===== config.mk =====
export PLATFORM = sky130hd
export DESIGN_NAME = n101_uartrx_ctrl_flat
export DESIGN_NICKNAME = d
export VERILOG_FILES = /design/src/rtl/n101_uartrx_pkg.sv /design/src/rtl/n101_uartrx_ctrl_if.sv /design/src/rtl/n101_uartrx_fifo.sv /design/src/rtl/n101_uartrx_ctrl.sv /design/src/flat_wrapper.sv
export SDC_FILE = /design/constraint.sdc
export NUM_CORES = 1
export LEC_CHECK = 0
export BUFFER_PORTS_ARGS = -buffer_cell sky130_fd_sc_hd__buf_2
export CORE_ASPECT_RATIO = 0.6
export CORE_MARGIN = 3
export CORE_UTILIZATION = 40
export CTS_CLUSTER_SIZE = 14
export DETAILED_ROUTE_END_ITERATION = 6
export PLACE_DENSITY = 0.57
export SLEW_MARGIN = 20
export SYNTH_ARGS = -nofsm -noshare
export SYNTH_HDL_FRONTEND = slang
export SYNTH_SLANG_ARGS = --single-unit

===== constraint.sdc =====
create_clock -name clock -period 4.54 [get_ports clock]
set_input_delay 0.681 -clock clock [delete_from_list [all_inputs] [get_ports clock]]
set_output_delay 0.681 -clock clock [all_outputs]
set_load 0.02 [all_outputs]

===== src/rtl/n101_uartrx_pkg.sv =====
// Shared constants for the n101 UART receive controller: FSM encodings and
// default sizing for the byte FIFO and idle timeout.
package n101_uartrx_pkg;

  localparam logic [1:0] ST_OFF    = 2'd0;
  localparam logic [1:0] ST_RUN    = 2'd1;
  localparam logic [1:0] ST_RESYNC = 2'd2;

  localparam int unsigned DEPTH_DEF      = 8;
  localparam int unsigned TO_BITS_DEF    = 32;
  localparam int unsigned RESYNC_CYC_DEF = 2;

endpackage


===== src/rtl/n101_uartrx_ctrl_if.sv =====
// Receiver-side and register-file-side handshake of the n101 UART receive
// controller; the controller takes the slave view, its environment the master view.
interface n101_uartrx_ctrl_if;

  logic        rx_en;
  logic [15:0] rx_div;
  logic        rx_valid;
  logic [7:0]  rx_bits;
  logic        rd_valid;
  logic [7:0]  rd_data;
  logic        rd_pop;

  modport slave (
    output rx_en, rx_div, rd_valid, rd_data,
    input  rx_valid, rx_bits, rd_pop
  );

  modport master (
    input  rx_en, rx_div, rd_valid, rd_data,
    output rx_valid, rx_bits, rd_pop
  );

endinterface


===== src/rtl/n101_uartrx_fifo.sv =====
// DEPTH x 8 first-word-fall-through byte FIFO with push/pop/flush. Occupancy
// is the full/empty discriminator, so both pointers simply wrap.
module n101_uartrx_fifo
  import n101_uartrx_pkg::*;
#(
  parameter int unsigned DEPTH = DEPTH_DEF,
  localparam int unsigned AW   = $clog2(DEPTH),
  localparam int unsigned LW   = AW + 1
) (
  input  logic          clock,
  input  logic          reset,
  input  logic          push_i,
  input  logic [7:0]    data_i,
  input  logic          pop_i,
  input  logic          flush_i,
  output logic [7:0]    head_o,
  output logic [LW-1:0] level_o,
  output logic [LW-1:0] level_next_o,
  output logic          empty_o,
  output logic          drop_o
);

  logic [7:0]    mem_q [DEPTH];
  logic [AW-1:0] wr_ptr_q, wr_ptr_d;
  logic [AW-1:0] rd_ptr_q, rd_ptr_d;
  logic [LW-1:0] level_q, level_d;
  logic          full, pop_ok, push_ok;

  assign empty_o = (level_q == '0);
  assign full    = (level_q == LW'(DEPTH));
  assign pop_ok  = pop_i & ~empty_o;
  // A pop on a full FIFO frees the slot the same-cycle push lands in.
  assign push_ok = push_i & (~full | pop_ok);
  assign drop_o  = push_i & ~push_ok & ~flush_i;

  always_comb begin
    // NOTE: every always_comb target gets a default first so no path can infer a latch.
    wr_ptr_d = wr_ptr_q;
    rd_ptr_d = rd_ptr_q;
    level_d  = level_q;
    if (flush_i) begin
      wr_ptr_d = '0;
      rd_ptr_d = '0;
      level_d  = '0;
    end else begin
      if (push_ok) wr_ptr_d = wr_ptr_q + 1'b1;
      if (pop_ok)  rd_ptr_d = rd_ptr_q + 1'b1;
      if (push_ok && !pop_ok)      level_d = level_q + 1'b1;
      else if (pop_ok && !push_ok) level_d = level_q - 1'b1;
    end
  end

  always_ff @(posedge clock) begin
    // NOTE: sequential state uses non-blocking assignments so all registers update together.
    if (reset) begin
      wr_ptr_q <= '0;
      rd_ptr_q <= '0;
      level_q  <= '0;
    end else begin
      wr_ptr_q <= wr_ptr_d;
      rd_ptr_q <= rd_ptr_d;
      level_q  <= level_d;
    end
  end

  // NOTE: storage is deliberately not reset; the head is masked to zero while empty instead.
  always_ff @(posedge clock) begin
    if (push_ok && !flush_i) mem_q[wr_ptr_q] <= data_i;
  end

  assign head_o       = empty_o ? 8'h00 : mem_q[rd_ptr_q];
  assign level_o      = level_q;
  assign level_next_o = level_d;

endmodule


===== src/rtl/n101_uartrx_ctrl.sv =====
// n101 UART receive controller: enable/divisor sequencing with forced resync,
// receive byte FIFO, watermark/idle-timeout/overflow indications.
module n101_uartrx_ctrl
  import n101_uartrx_pkg::*;
#(
  parameter int unsigned DEPTH      = DEPTH_DEF,
  parameter int unsigned TO_BITS    = TO_BITS_DEF,
  parameter int unsigned RESYNC_CYC = RESYNC_CYC_DEF
) (
  input  logic                     clock,
  input  logic                     reset,
  input  logic                     cfg_en,
  input  logic [15:0]              cfg_div,
  input  logic                     cfg_div_we,
  input  logic [$clog2(DEPTH)-1:0] cfg_wm,
  input  logic                     cfg_flush,
  input  logic                     ovf_clr,
  n101_uartrx_ctrl_if.slave        bus,
  output logic [$clog2(DEPTH):0]   level,
  output logic                     irq_wm,
  output logic                     irq_to,
  output logic                     ovf
);

  localparam int unsigned RW = (RESYNC_CYC > 1) ? $clog2(RESYNC_CYC) : 1;
  localparam int unsigned BW = $clog2(TO_BITS + 1);
  localparam logic [RW-1:0] RLOAD = RW'(RESYNC_CYC - 1);

  logic [1:0]             state_q, state_d;
  logic [RW-1:0]          rcnt_q, rcnt_d;
  logic [15:0]            rx_div_q, div_eff;
  logic [15:0]            cyc_q, cyc_d;
  logic [BW-1:0]          bit_q, bit_d;
  logic                   irq_wm_q, ovf_q, ovf_d, to_clr;
  logic                   fifo_empty, fifo_drop;
  logic [$clog2(DEPTH):0] level_nxt;

  n101_uartrx_fifo #(.DEPTH(DEPTH)) u_fifo (
    .clock        (clock),
    .reset        (reset),
    .push_i       (bus.rx_valid),
    .data_i       (bus.rx_bits),
    .pop_i        (bus.rd_pop),
    .flush_i      (cfg_flush),
    .head_o       (bus.rd_data),
    .level_o      (level),
    .level_next_o (level_nxt),
    .empty_o      (fifo_empty),
    .drop_o       (fifo_drop)
  );

  always_comb begin
    state_d = state_q;
    rcnt_d  = rcnt_q;
    case (state_q)
      ST_OFF: if (cfg_en) state_d = ST_RUN;
      ST_RUN: begin
        if (!cfg_en) state_d = ST_OFF;
        else if (cfg_div_we) begin
          state_d = ST_RESYNC;
          rcnt_d  = RLOAD;
        end
      end
      ST_RESYNC: begin
        if (!cfg_en)           state_d = ST_OFF;
        else if (cfg_div_we)   rcnt_d  = RLOAD;
        else if (rcnt_q == '0) state_d = ST_RUN;
        else                   rcnt_d  = rcnt_q - 1'b1;
      end
      default: state_d = ST_OFF;
    endcase
  end

  // A zero divisor would never wrap the bit-time counter; run it at one cycle per bit.
  assign div_eff = (rx_div_q == 16'h0) ? 16'h1 : rx_div_q;
  assign to_clr  = bus.rx_valid | (bus.rd_pop & bus.rd_valid) | fifo_empty
                 | cfg_flush | (state_q != ST_RUN);

  always_comb begin
    cyc_d = cyc_q;
    bit_d = bit_q;
    if (to_clr) begin
      cyc_d = '0;
      bit_d = '0;
    end else if (cyc_q == div_eff - 16'd1) begin
      cyc_d = '0;
      if (bit_q != BW'(TO_BITS)) bit_d = bit_q + 1'b1;
    end else begin
      cyc_d = cyc_q + 16'd1;
    end
  end

  // A fresh overflow outranks a same-cycle clear.
  assign ovf_d = fifo_drop | (ovf_q & ~ovf_clr);

  always_ff @(posedge clock) begin
    if (reset) begin
      state_q  <= ST_OFF;
      rcnt_q   <= '0;
      rx_div_q <= '0;
      cyc_q    <= '0;
      bit_q    <= '0;
      irq_wm_q <= 1'b0;
      ovf_q    <= 1'b0;
    end else begin
      state_q  <= state_d;
      rcnt_q   <= rcnt_d;
      if (cfg_div_we) rx_div_q <= cfg_div;
      cyc_q    <= cyc_d;
      bit_q    <= bit_d;
      irq_wm_q <= (level_nxt > {1'b0, cfg_wm});
      ovf_q    <= ovf_d;
    end
  end

  assign bus.rx_en    = (state_q == ST_RUN);
  assign bus.rx_div   = rx_div_q;
  assign bus.rd_valid = ~fifo_empty;
  assign irq_wm       = irq_wm_q;
  assign irq_to       = (bit_q == BW'(TO_BITS));
  assign ovf          = ovf_q;

endmodule

===== src/flat_wrapper.sv =====
// flat-port wrapper written by rule: the top's interface ports become plain ports
module n101_uartrx_ctrl_flat import n101_uartrx_pkg::*;
#(
  parameter int unsigned DEPTH      = DEPTH_DEF,
  parameter int unsigned TO_BITS    = TO_BITS_DEF,
  parameter int unsigned RESYNC_CYC = RESYNC_CYC_DEF
)
  (clock, reset, cfg_en, cfg_div, cfg_div_we, cfg_wm, cfg_flush, ovf_clr, level, irq_wm, irq_to, ovf, bus_rx_en, bus_rx_div, bus_rd_valid, bus_rd_data, bus_rx_valid, bus_rx_bits, bus_rd_pop);
  n101_uartrx_ctrl_if bus_i ();
  input  logic clock;
  input  logic reset;
  input  logic cfg_en;
  input  logic [15:0] cfg_div;
  input  logic cfg_div_we;
  input  logic [$clog2(DEPTH)-1:0] cfg_wm;
  input  logic cfg_flush;
  input  logic ovf_clr;
  output logic [$clog2(DEPTH):0] level;
  output logic irq_wm;
  output logic irq_to;
  output logic ovf;
  output wire logic [$bits(bus_i.rx_en)-1:0] bus_rx_en;
  output wire logic [$bits(bus_i.rx_div)-1:0] bus_rx_div;
  output wire logic [$bits(bus_i.rd_valid)-1:0] bus_rd_valid;
  output wire logic [$bits(bus_i.rd_data)-1:0] bus_rd_data;
  input wire logic [$bits(bus_i.rx_valid)-1:0] bus_rx_valid;
  input wire logic [$bits(bus_i.rx_bits)-1:0] bus_rx_bits;
  input wire logic [$bits(bus_i.rd_pop)-1:0] bus_rd_pop;
  assign bus_rx_en = bus_i.rx_en;
  assign bus_rx_div = bus_i.rx_div;
  assign bus_rd_valid = bus_i.rd_valid;
  assign bus_rd_data = bus_i.rd_data;
  assign bus_i.rx_valid = bus_rx_valid;
  assign bus_i.rx_bits = bus_rx_bits;
  assign bus_i.rd_pop = bus_rd_pop;
  n101_uartrx_ctrl #(.DEPTH(DEPTH), .TO_BITS(TO_BITS), .RESYNC_CYC(RESYNC_CYC)) u_core (.clock(clock), .reset(reset), .cfg_en(cfg_en), .cfg_div(cfg_div), .cfg_div_we(cfg_div_we), .cfg_wm(cfg_wm), .cfg_flush(cfg_flush), .ovf_clr(ovf_clr), .bus(bus_i), .level(level), .irq_wm(irq_wm), .irq_to(irq_to), .ovf(ovf));
endmodule

==> results of run 1 <==
[state kept, by name, indices dropped and copies added, names as in the netlist, named ones only]
name and flops:
u_core.u_fifo.mem_q 64, u_core.bus.rx_div 16, u_core.cyc_q 16, u_core.bit_q 6, u_core.u_fifo.level_o 4, u_core.u_fifo.rd_ptr_q 3
u_core.u_fifo.wr_ptr_q 3, u_core.state_q 2, u_core.irq_wm 1, u_core.ovf 1, u_core.rcnt_q 1
[stage by stage]
step / cell area [um2] / hold slack (ps) / worst slack, ps
final: 6570 / 482 / 985
after global routing: 6570 / 505 / 768
after CTS: 6570 / 486 / 1050
after detailed placement: 5980 / 477 / 1080
after global placement: 5980 / 460 / 1190
after floorplan: 5490 / 445 / 1220
[cell usage in the layout (no fill, tap or decap), types with 11 or more instances in the layout]
cell / instances
buf_2: 67
clkbuf_16: 17
dfxtp_1: 56
edfxtp_1: 64
ha_1: 11
inv_1: 11
mux2i_1: 26
mux4_2: 16
nand2_1: 27
nand3_1: 14
nor2_1: 69
xnor2_1: 24
xor2_1: 17
[final timing paths]
| kind | slack [ps] | cells after the start | start | end |
|---|---|---|---|---|
| setup / recovery | 990 | 11 | u_core.bus.rx_div[12]$_SDFFE_PP0P_ | u_core.bit_q[3]$_SDFFE_PP0P_ |
| hold / removal | 480 | 2 | u_core.rcnt_q$_SDFFE_PP0P_ | u_core.state_q[1]$_SDFFE_PP0P_ |
| setup reg to reg | 990 | 11 | u_core.bus.rx_div[12]$_SDFFE_PP0P_ | u_core.bit_q[3]$_SDFFE_PP0P_ |
| hold reg to reg | 480 | 2 | u_core.rcnt_q$_SDFFE_PP0P_ | u_core.state_q[1]$_SDFFE_PP0P_ |
[layer usage]
metal  wire, um  vias to the layer above  part of all wire (%)
met3        606                        2                   4.7
li1           -                     1834                     -
met1       7140                     1873                    55
met4         35                        0                  0.27
met5          0                        -                     0
met2       5140                       75                    40
[cell families after synthesis]
kind of cell    synth area share, %
buf+inv                        2.48
xor+xnor                       6.54
flops                          55.4
mux                            11.3
simple gates                   16.0
fa+ha+maj                      2.51
compound gates                 5.74
[area by class of cell]
type	instances	area, um2	area share (%)
Tap cell	170	213	3.24
Multi-Input combinational cell	312	2310	35.2
Clock buffer	17	425	6.48
Sequential cell	120	3040	46.3
Timing Repair Buffer	71	365	5.56
Inverter	11	41.3	0.629
Clock inverter	15	165	2.52
[critical path: stages (launching register included)]
cell and delay, ps:
dfxtp_1 410, nor4_1 510, a41oi_1 280, ha_1 310, or3b_2 270, nor4_4 60
or2_2 280, a221o_1 360, a221oi_4 300, nand3b_2 200, or3_1 340, a21oi_1 160
[power groups by stage]
stage	logic (mW)	registers (mW)	clock network (mW)
finish	0.229	1.18	1.34
global placement	0.226	1.20	0
floorplan	0.148	1.21	0
CTS	0.229	1.18	1.38
global route	0.251	1.18	1.43
detailed placement	0.228	1.20	0
==> results.py, run 1 <==
metrics = {
    "timing": {
        "min_period_ps": 3550,
        "setup_tns_ps": 0,
        "tightest_slew_ps": 939,
        "final_hold_viol_count": 0,
        "clock.fmax_mhz": 281,
        "rsz0062_at_grt": "no",
        "setup_viol": 0,
        "drv_slew": 0,
        "max-slew-margin-rel_pct": 37.2,
        "fin_skew_ps": 10.2,
        "period_share_pct": 78.3,
    },
    "global_route": {
        "grt_util_met1_pct": 29.4,
        "grt_pass1_vias": 3619,
        "grt_max_degree": 26,
        "grtUsageMet3_pct": 4.16,
        "globalRoute.totalOverflow": 0,
        "antenna_found_initial": 0,
        "grt.met2_usage_pct": 22.0,
        "grt_busiest_layer": "met1",
        "grt_use_total_pct": 17.5,
        "grt_first_pass_wirelength_um": 20500,
    },
    "route": {
        "wirelength_um": 12900,
        "viasPerCell": 5.28,
        "final_antenna_net_count": 0,
        "drcViolationCount": 0,
        "via_count": 3784,
        "firstDrtPassIters": 4,
        "drtIter0Drc": 268,
        "wl_per_cell_um": 18.0,
    },
    "yosys": {
        "netlist_area_um2": 5490,
        "synth_top_area_share_pct": 35.0,
        "yosys-top-cells-area": "edfxtp_1, dfxtp_1, mux4_2",
        "synth_area_per_cell_um2": 11.8,
        "synth.distinct_cells": 57,
        "ys_seq_area_share_pct": 55.4,
        "synth.most_common_cell": "nor2_1",
        "yosys.area.top_type": "edfxtp_1",
        "syn_nets": 512,
        "async_flop_share_pct": 0,
        "synthTopCellsByCount": "nor2_1, edfxtp_1, dfxtp_1, nand2_1, mux2i_1",
        "synth-main-ff-cell": "edfxtp_1",
        "ys_warn_count": 0,
        "synth_edf_count": 64,
        "ys_ff_latch": 120,
        "syn_inst": 466,
    },
    "job": {
        "cap_viol_max_count": 0,
    },
    "cts": {
        "cts_tree": "built",
        "cts_setup_buffers": 0,
        "cts_hold_buf": 0,
        "path_clk_slew_ps": 60,
        "cts.sinks": 120,
        "cts_inserted_buffers": 17,
        "clk_latency_ps": 400,
        "post_cts_resized": 0,
        "cts.path.max_buffers": 2,
        "ctsRootBufferMaster": "clkbuf_16",
        "h-tree-depth": 4,
    },
    "floorplanning": {
        "die_y_um": 96.8,
        "die_x_um": 157,
        "initial_core_util_pct": 41.8,
        "die-area_um2": 15200,
        "core_um2": 13100,
        "ioPinCount": 68,
        "fp-row-count": 32,
    },
    "setup_path": {
        "cp.arrival_ps": 3880,
        "worstSetupStartpointType": "flip-flop",
        "crit_type": "reg -> reg",
        "critPathCaptureType": "flip-flop",
        "required_ps": 4860,
        "cp_max_fo": 10,
    },
    "power": {
        "p_int_mw": 2.07,
        "switchingPower_uw": 680,
        "power_mw": 2.75,
        "peakVddDrop_uv": 252,
        "comb_power_share_pct": 8.3,
        "p_clk_share_pct": 48.8,
        "p_leak_nw": 2.42,
        "netSwitchingFraction_pct": 24.7,
        "pwr-share-seq_pct": 42.9,
        "power_density_nw_per_um2": 420,
    },
    "layout": {
        "nets": 579,
        "drive_gt1_share_pct": 23.8,
        "nFillCells": 1156,
        "final_util_pct": 50.0,
        "fin_cells": 716,
        "num_antenna_cells": 0,
        "syn2layout_area_growth_pct": 19.5,
    },
    "placed_design": {
        "placedCellCount": 684,
        "place.gp.congestion": 0.855,
        "port_buffers": 67,
        "hpwlAfterDp_um": 9380,
    },
    "outcome": {
        "outcome": "complete, no violations",
    },
    "worst_hold_path": {
        "hold_path_class": "reg -> reg",
    },
}
Note: power is estimated with default switching activity, not from simulation.
==> run 2: changes to the inputs <==
- ABC_AREA: default -> 1
- PLACE_DENSITY: 0.57 -> 0.56
- clock period: 4.54 -> 3.45 ns (I/O delays scaled with it)
==> run 2 against run 1 <==
Compared with the run above:
- clock power is 33% higher
- critical path depth is 4 higher
- clock skew is 4.6 ps higher
- combinational power is 92% higher
- final area is 7.7% higher
- routed wire length is 23% higher
- setup slack worse by 610 ps
- synthesized cell count is 49% higher
- first-iteration DRC count is 84% higher
==> results.py, run 2 <==
metrics = {
    "timing": {
        "fin_hold_ws_ps": 301,
        "final_hold_viol_count": 0,
        "drv_slew": 0,
        "fin_skew_ps": 14.8,
        "setup_tns_ps": 0,
        "tightest_slew_ps": 964,
        "clock.fmax_mhz": 325,
        "period_share_pct": 89.1,
        "max-slew-margin-rel_pct": 35.7,
        "rsz0062_at_grt": "no",
        "min_period_ps": 3070,
        "setup_viol": 0,
    },
    "cts": {
        "h-tree-depth": 4,
        "cts_hold_buf": 0,
        "ctsRootBufferMaster": "clkbuf_16",
        "post_cts_resized": 0,
        "path_clk_slew_ps": 60,
        "cts_setup_buffers": 0,
        "cts_tree": "built",
        "clk_latency_ps": 410,
        "cts.path.max_buffers": 2,
        "cts_inserted_buffers": 17,
        "cts.sinks": 120,
    },
    "layout": {
        "final_cell_mix": "nor2_1, nand2_1, inv_1",
        "top_register": "u_core.u_fifo.mem_q",
        "multi_input_comb_area_um2": 2500,
        "nFillCells": 1365,
        "syn2layout_area_growth_pct": 19.8,
        "final_common_cell": "nor2_1",
        "nets": 818,
        "drive_gt1_share_pct": 17.7,
        "num_antenna_cells": 0,
        "largest_reg_flops": 64,
        "register_area_um2": 3040,
    },
    "route": {
        "final_antenna_net_count": 0,
        "drcViolationCount": 0,
        "wl_per_cell_um": 16.3,
        "via_count": 5049,
        "drtIter0Drc": 494,
        "firstDrtPassIters": 6,
        "wirelength_um": 15900,
        "viasPerCell": 5.17,
    },
    "yosys": {
        "yosys.area.top_type": "edfxtp_1",
        "yosys-top-cells-area": "edfxtp_1, dfxtp_1, nor2_1",
        "netlist_area_um2": 5900,
        "synth_top_area_share_pct": 32.5,
        "synth-main-ff-cell": "edfxtp_1",
        "synthTopCellsByCount": "nor2_1, nand2_1, inv_1, o21ai_0, edfxtp_1",
        "synth.most_common_cell": "nor2_1",
        "synth.distinct_cells": 42,
        "ys_ff_latch": 120,
        "syn_nets": 739,
        "syn_inst": 693,
        "async_flop_share_pct": 0,
        "synth_area_per_cell_um2": 8.52,
        "ys_seq_area_share_pct": 51.5,
        "ys_warn_count": 0,
        "synth_edf_count": 64,
    },
    "setup_path": {
        "r2r_start": "u_core.u_fifo.level_o[0]$_SDFF_PP0_",
        "cp.arrival_ps": 3360,
        "worstSetupStartpointType": "flip-flop",
        "timing.rr.end": "u_core.irq_wm$_SDFF_PP0_",
        "required_ps": 3740,
        "rr_worst_depth": 15,
        "crit_type": "reg -> reg",
        "critPathCaptureType": "flip-flop",
        "worstSetupEndpoint": "u_core.irq_wm$_SDFF_PP0_",
        "startpoint": "u_core.u_fifo.level_o[0]$_SDFF_PP0_",
        "cp_max_fo": 7,
        "worst-r2r-setup-slack_ps": 380,
    },
    "floorplanning": {
        "ioPinCount": 68,
        "die-area_um2": 16300,
        "initial_core_util_pct": 42.1,
        "die_x_um": 163,
        "die_y_um": 100,
        "core_um2": 14000,
        "fp-row-count": 33,
    },
    "power": {
        "peakVddDrop_uv": 300,
        "power_density_nw_per_um2": 534,
        "p_leak_nw": 2.97,
        "power_mw": 3.78,
    },
    "global_route": {
        "grt_use_total_pct": 20.2,
        "grt_pass1_vias": 4761,
        "antenna_found_initial": 0,
        "globalRoute.totalOverflow": 0,
        "grt_max_degree": 33,
        "grt_first_pass_wirelength_um": 25500,
    },
    "outcome": {
        "outcome": "complete, no violations",
    },
    "worst_hold_path": {
        "hold_path_class": "in -> reg",
        "min_path_cells": 2,
    },
    "placed_design": {
        "hpwlAfterDp_um": 11800,
        "port_buffers": 67,
        "place.gp.congestion": 0.942,
    },
    "job": {
        "cap_viol_max_count": 0,
    },
}
[run 2: cell count changes after synthesis, moves of 15 or more]
cell     before  now
mux2i_1      26    0
a21oi_1       9   25
xnor2_1      24    3
nand3_1      14   29
o21ai_0       8   72
nor2_1       69  132
mux4_2       16    0
inv_1        11   78
nand2_1      27  100
[run 2: cells by family after synthesis]
group,share of synthesized area [%]
AND/OR/NAND/NOR,25.3
AO/OA/AOI/OAI,11.0
flip-flops,51.5
buffers and inverters,6.19
XOR/XNOR,3.71
adder cells (fa/ha/maj),2.33
[run 2: area by class of cell]
class / instances / area share [%]
flip-flops and latches: 120 / 43.0
clock buffers: 17 / 6.01
inverters: 80 / 4.24
repair buffers: 76 / 5.70
multi-input cells: 477 / 35.3
clock inverters: 15 / 2.35
well taps: 192 / 3.40
[run 2: how the worst min path moves through the flow]
stage,startpoint,end,slack [ps]
after floorplan,u_core.u_fifo.rd_ptr_q[2]$_SDFFE_PP0P_,flip-flop,430
after global placement,u_core.u_fifo.rd_ptr_q[2]$_SDFFE_PP0P_,u_core.u_fifo.rd_ptr_q[2]$_SDFFE_PP0P_,450
final,ovf_clr,u_core.ovf$_SDFF_PP0_,300
after CTS,ovf_clr,u_core.ovf$_SDFF_PP0_,290
after global routing,ovf_clr,u_core.ovf$_SDFF_PP0_,320
after detailed placement,u_core.rcnt_q$_SDFFE_PP0P_,u_core.rcnt_q$_SDFFE_PP0P_,450
[run 2: per-stage QoR]
step / utilization, % / std cells / area [um2] / setup WS, ps
floorplan: - / 693 / 5900 / 865
global placement: 46.2 / 945 / 6480 / 538
finish: 50.4 / 977 / 7070 / 376
detailed placement: 46.2 / 945 / 6480 / 448
CTS: 50.4 / 977 / 7070 / 428
global route: 50.4 / 977 / 7070 / 56.3
[run 2: report_power, final]
part,switching (mW),total (mW),internal [mW]
sequential,0.0289,1.56,1.53
combinational,0.295,0.439,0.145
clock,0.700,1.78,1.08
total,1.02,3.78,2.76
[run 2: worst max-delay path, cell delays in order (launching register included)]
cell and delay, ps:
dfxtp_1 450, inv_1 100, ha_1 220, inv_1 70, nor4_1 60, nor2_1 360
inv_1 130, nor2_1 260, inv_1 130, o21ai_0 260, nor2_1 110, ha_1 310
a21oi_1 170, nor2_1 50, o21ai_0 160, a21oi_1 90
[run 2: layer usage]
metal / part of all wire, % / track usage (%)
met5: 0 / 0
met3: 6.8 / 5.03
met1: 54 / 32.3
met2: 38 / 26.9
met4: 0.84 / 4.94
==> run 3: changes to the inputs <==
--- a/config.mk
+++ b/config.mk
@@ -13,5 +13,5 @@
 export CTS_CLUSTER_SIZE = 14
 export DETAILED_ROUTE_END_ITERATION = 6
-export PLACE_DENSITY = 0.56
+export PLACE_DENSITY = 0.64
 export SLEW_MARGIN = 20
 export SYNTH_ARGS = -nofsm -noshare
==> constraint.sdc (replaced) <==
create_clock -name clock -period 3.45 [get_ports clock]
set_input_delay 0.5175 -clock clock [delete_from_list [all_inputs] [get_ports clock]]
set_output_delay 0.5175 -clock clock [all_outputs]
set_load 0.1 [all_outputs]
==> run 3 against run 2 <==
Compared with the run above:
- sequential power hardly changed
- register-to-register slack better by 120 ps
- clock power is 7% higher
- core utilization is 1.0 points higher
- worst hold slack better by 48 ps
- total power is 8.6% higher
- combinational power is 44% higher
- sequential cell count stayed put
- clock skew is 4.9 ps lower
- critical path type is now reg -> out
- critical endpoint is now bus_rd_data[5]
- largest power group unchanged
==> results.py, run 3 (synthesized netlist as in run 2, its figures left out) <==
metrics = {
    "route": {
        "firstDrtPassIters": 5,
        "via_count": 5020,
        "final_antenna_net_count": 0,
        "wl_per_cell_um": 15.4,
        "viasPerCell": 5.16,
        "wirelength_um": 15000,
        "drtIter0Drc": 375,
        "drcViolationCount": 0,
    },
    "timing": {
        "final_hold_viol_count": 0,
        "setup_slack_ps": 444,
        "setup_tns_ps": 0,
        "drv_slew": 0,
        "tightest_slew_ps": 968,
        "min_period_ps": 3010,
        "setup_viol": 0,
        "period_share_pct": 87.1,
        "rsz0062_at_grt": "no",
        "fin_skew_ps": 9.93,
        "clock.fmax_mhz": 333,
        "max-slew-margin-rel_pct": 35.2,
    },
    "layout": {
        "syn2layout_area_growth_pct": 22.2,
        "nets": 814,
        "largest_reg_flops": 64,
        "final_cell_mix": "nor2_1, nand2_1, inv_1",
        "drive_gt1_share_pct": 18.4,
        "top_register": "u_core.u_fifo.mem_q",
        "num_antenna_cells": 0,
        "final_common_cell": "nor2_1",
    },
    "global_route": {
        "grt_busiest_layer": "met1",
        "grt.met2_usage_pct": 27.6,
        "antenna_found_initial": 0,
        "grt_max_degree": 33,
        "grt_pass1_vias": 4819,
        "grtUsageMet3_pct": 4.33,
        "grt_use_total_pct": 19.1,
        "globalRoute.totalOverflow": 0,
        "grt_first_pass_wirelength_um": 24500,
        "grt_util_met1_pct": 29.0,
    },
    "floorplanning": {
        "die-area_um2": 16300,
        "fp-row-count": 33,
        "die_x_um": 163,
        "ioPinCount": 68,
        "core_um2": 14000,
        "initial_core_util_pct": 42.1,
        "die_y_um": 100,
    },
    "setup_path": {
        "path_delay_family": "buffers and inverters",
        "r2r_start": "u_core.u_fifo.level_o[0]$_SDFF_PP0_",
        "path_depth": 7,
        "cp_max_fo": 21,
        "timing.rr.end": "u_core.irq_wm$_SDFF_PP0_",
        "path_buf_inv": 3,
        "cp_common_cell": "o21ai_0",
        "worstSetupStartpointType": "flip-flop",
        "worstPathCellList": "inv_1 -> buf_4 -> o21ai_0 -> o22ai_1 -> o21ai_0 -> a31oi_4 -> buf_2",
        "critPathCaptureType": "output pin",
        "required_ps": 2930,
        "rr_worst_depth": 15,
        "worst-r2r-setup-slack_ps": 500,
        "slowest_stage": "inv_1",
        "crit_type": "reg -> out",
        "max_stage_delay_ps": 460,
        "cp.arrival_ps": 2490,
    },
    "cts": {
        "cts_inserted_buffers": 17,
        "ctsRootBufferMaster": "clkbuf_16",
        "cts.sinks": 120,
        "clk_latency_ps": 400,
        "h-tree-depth": 4,
        "post_cts_resized": 0,
        "cts_hold_buf": 0,
        "cts_tree": "built",
        "path_clk_slew_ps": 60,
        "cts.path.max_buffers": 2,
        "cts_setup_buffers": 0,
    },
    "placed_design": {
        "port_buffers": 67,
        "hpwlAfterDp_um": 11300,
        "place.gp.congestion": 0.933,
        "post-place-ws_ps": 591,
    },
    "worst_hold_path": {
        "min_to": "u_core.ovf$_SDFF_PP0_",
        "min_from": "ovf_clr",
        "hold_path_class": "in -> reg",
        "min_path_cells": 2,
    },
    "outcome": {
        "outcome": "complete, no violations",
    },
    "power": {
        "peakVddDrop_uv": 303,
        "p_leak_nw": 2.96,
        "power_density_nw_per_um2": 569,
    },
    "job": {
        "cap_viol_max_count": 0,
    },
}
[run 3: cell count changes in the layout (fill, tap and decap cells not counted)]
cell,change
a31oi_1,-8
a31oi_4,+8
buf_4,-4
bufinv_16,+2
clkinv_2,-1
clkinvlp_4,+1
inv_1,-1
inv_6,-1
[run 3: how the worst max path moves through the flow]
stage / from / endpoint / slack (ps)
after floorplan: u_core.u_fifo.level_o[0]$_SDFF_PP0_ / bus_rd_data[5] / 20
after global placement: u_core.bus.rx_div[2]$_SDFFE_PP0P_ / u_core.bit_q[2]$_SDFFE_PP0P_ / 700
after detailed placement: u_core.u_fifo.level_o[0]$_SDFF_PP0_ / u_core.irq_wm$_SDFF_PP0_ / 590
after CTS: flip-flop / bus_rd_data[5] / 430
after global routing: u_core.u_fifo.level_o[0]$_SDFF_PP0_ / u_core.irq_wm$_SDFF_PP0_ / 190
final: flip-flop / bus_rd_data[5] / 440
[run 3: stage by stage]
| stage | util (%) | hold slack (ps) | total power, mW | std cells | instance area [um2] |
|---|---|---|---|---|---|
| after CTS | 51.4 | 323 | 4.13 | 973 | 7210 |
| after floorplan | - | 433 | 2.07 | 693 | 6030 |
| after global placement | 46.8 | 451 | 2.20 | 941 | 6580 |
| after detailed placement | 46.8 | 469 | 2.22 | 941 | 6580 |
| final | 51.4 | 349 | 4.11 | 973 | 7210 |
| after global routing | 51.4 | 319 | 4.26 | 973 | 7210 |
[run 3: where the power goes]
group	switching, mW	internal (mW)	leakage (nW)
Sequential	0.0298	1.53	1.03
Clock	0.688	1.23	0.307
Combinational	0.480	0.152	1.62
Total	1.20	2.91	2.96
[run 3: routing by layer]
metal,vias to the layer above,share of wire [%]
met5,-,0
met2,157,41
li1,2462,-
met4,0,0.62
met3,12,6.9
met1,2389,51
[run 3: layout make-up]
type / count / area (um2)
fillers: 1298 / 6820
clock buffers: 17 / 425
clock inverters: 15 / 213
flip-flops and latches: 120 / 3040
repair buffers: 72 / 373
multi-input cells: 477 / 2620
inverters: 80 / 304
well taps: 192 / 240
[run 3: worst reg2reg max path, stage by stage, from the launching register on]
cell and delay (ps):
dfxtp_1 430, inv_1 100, ha_1 220, inv_1 80
nor4_1 50, nor2_1 350, inv_1 140, nor2_1 260
inv_1 130, o21ai_0 240, nor2_1 80, ha_1 310
a21oi_1 180, nor2_1 50, o21ai_0 140, a21oi_1 80
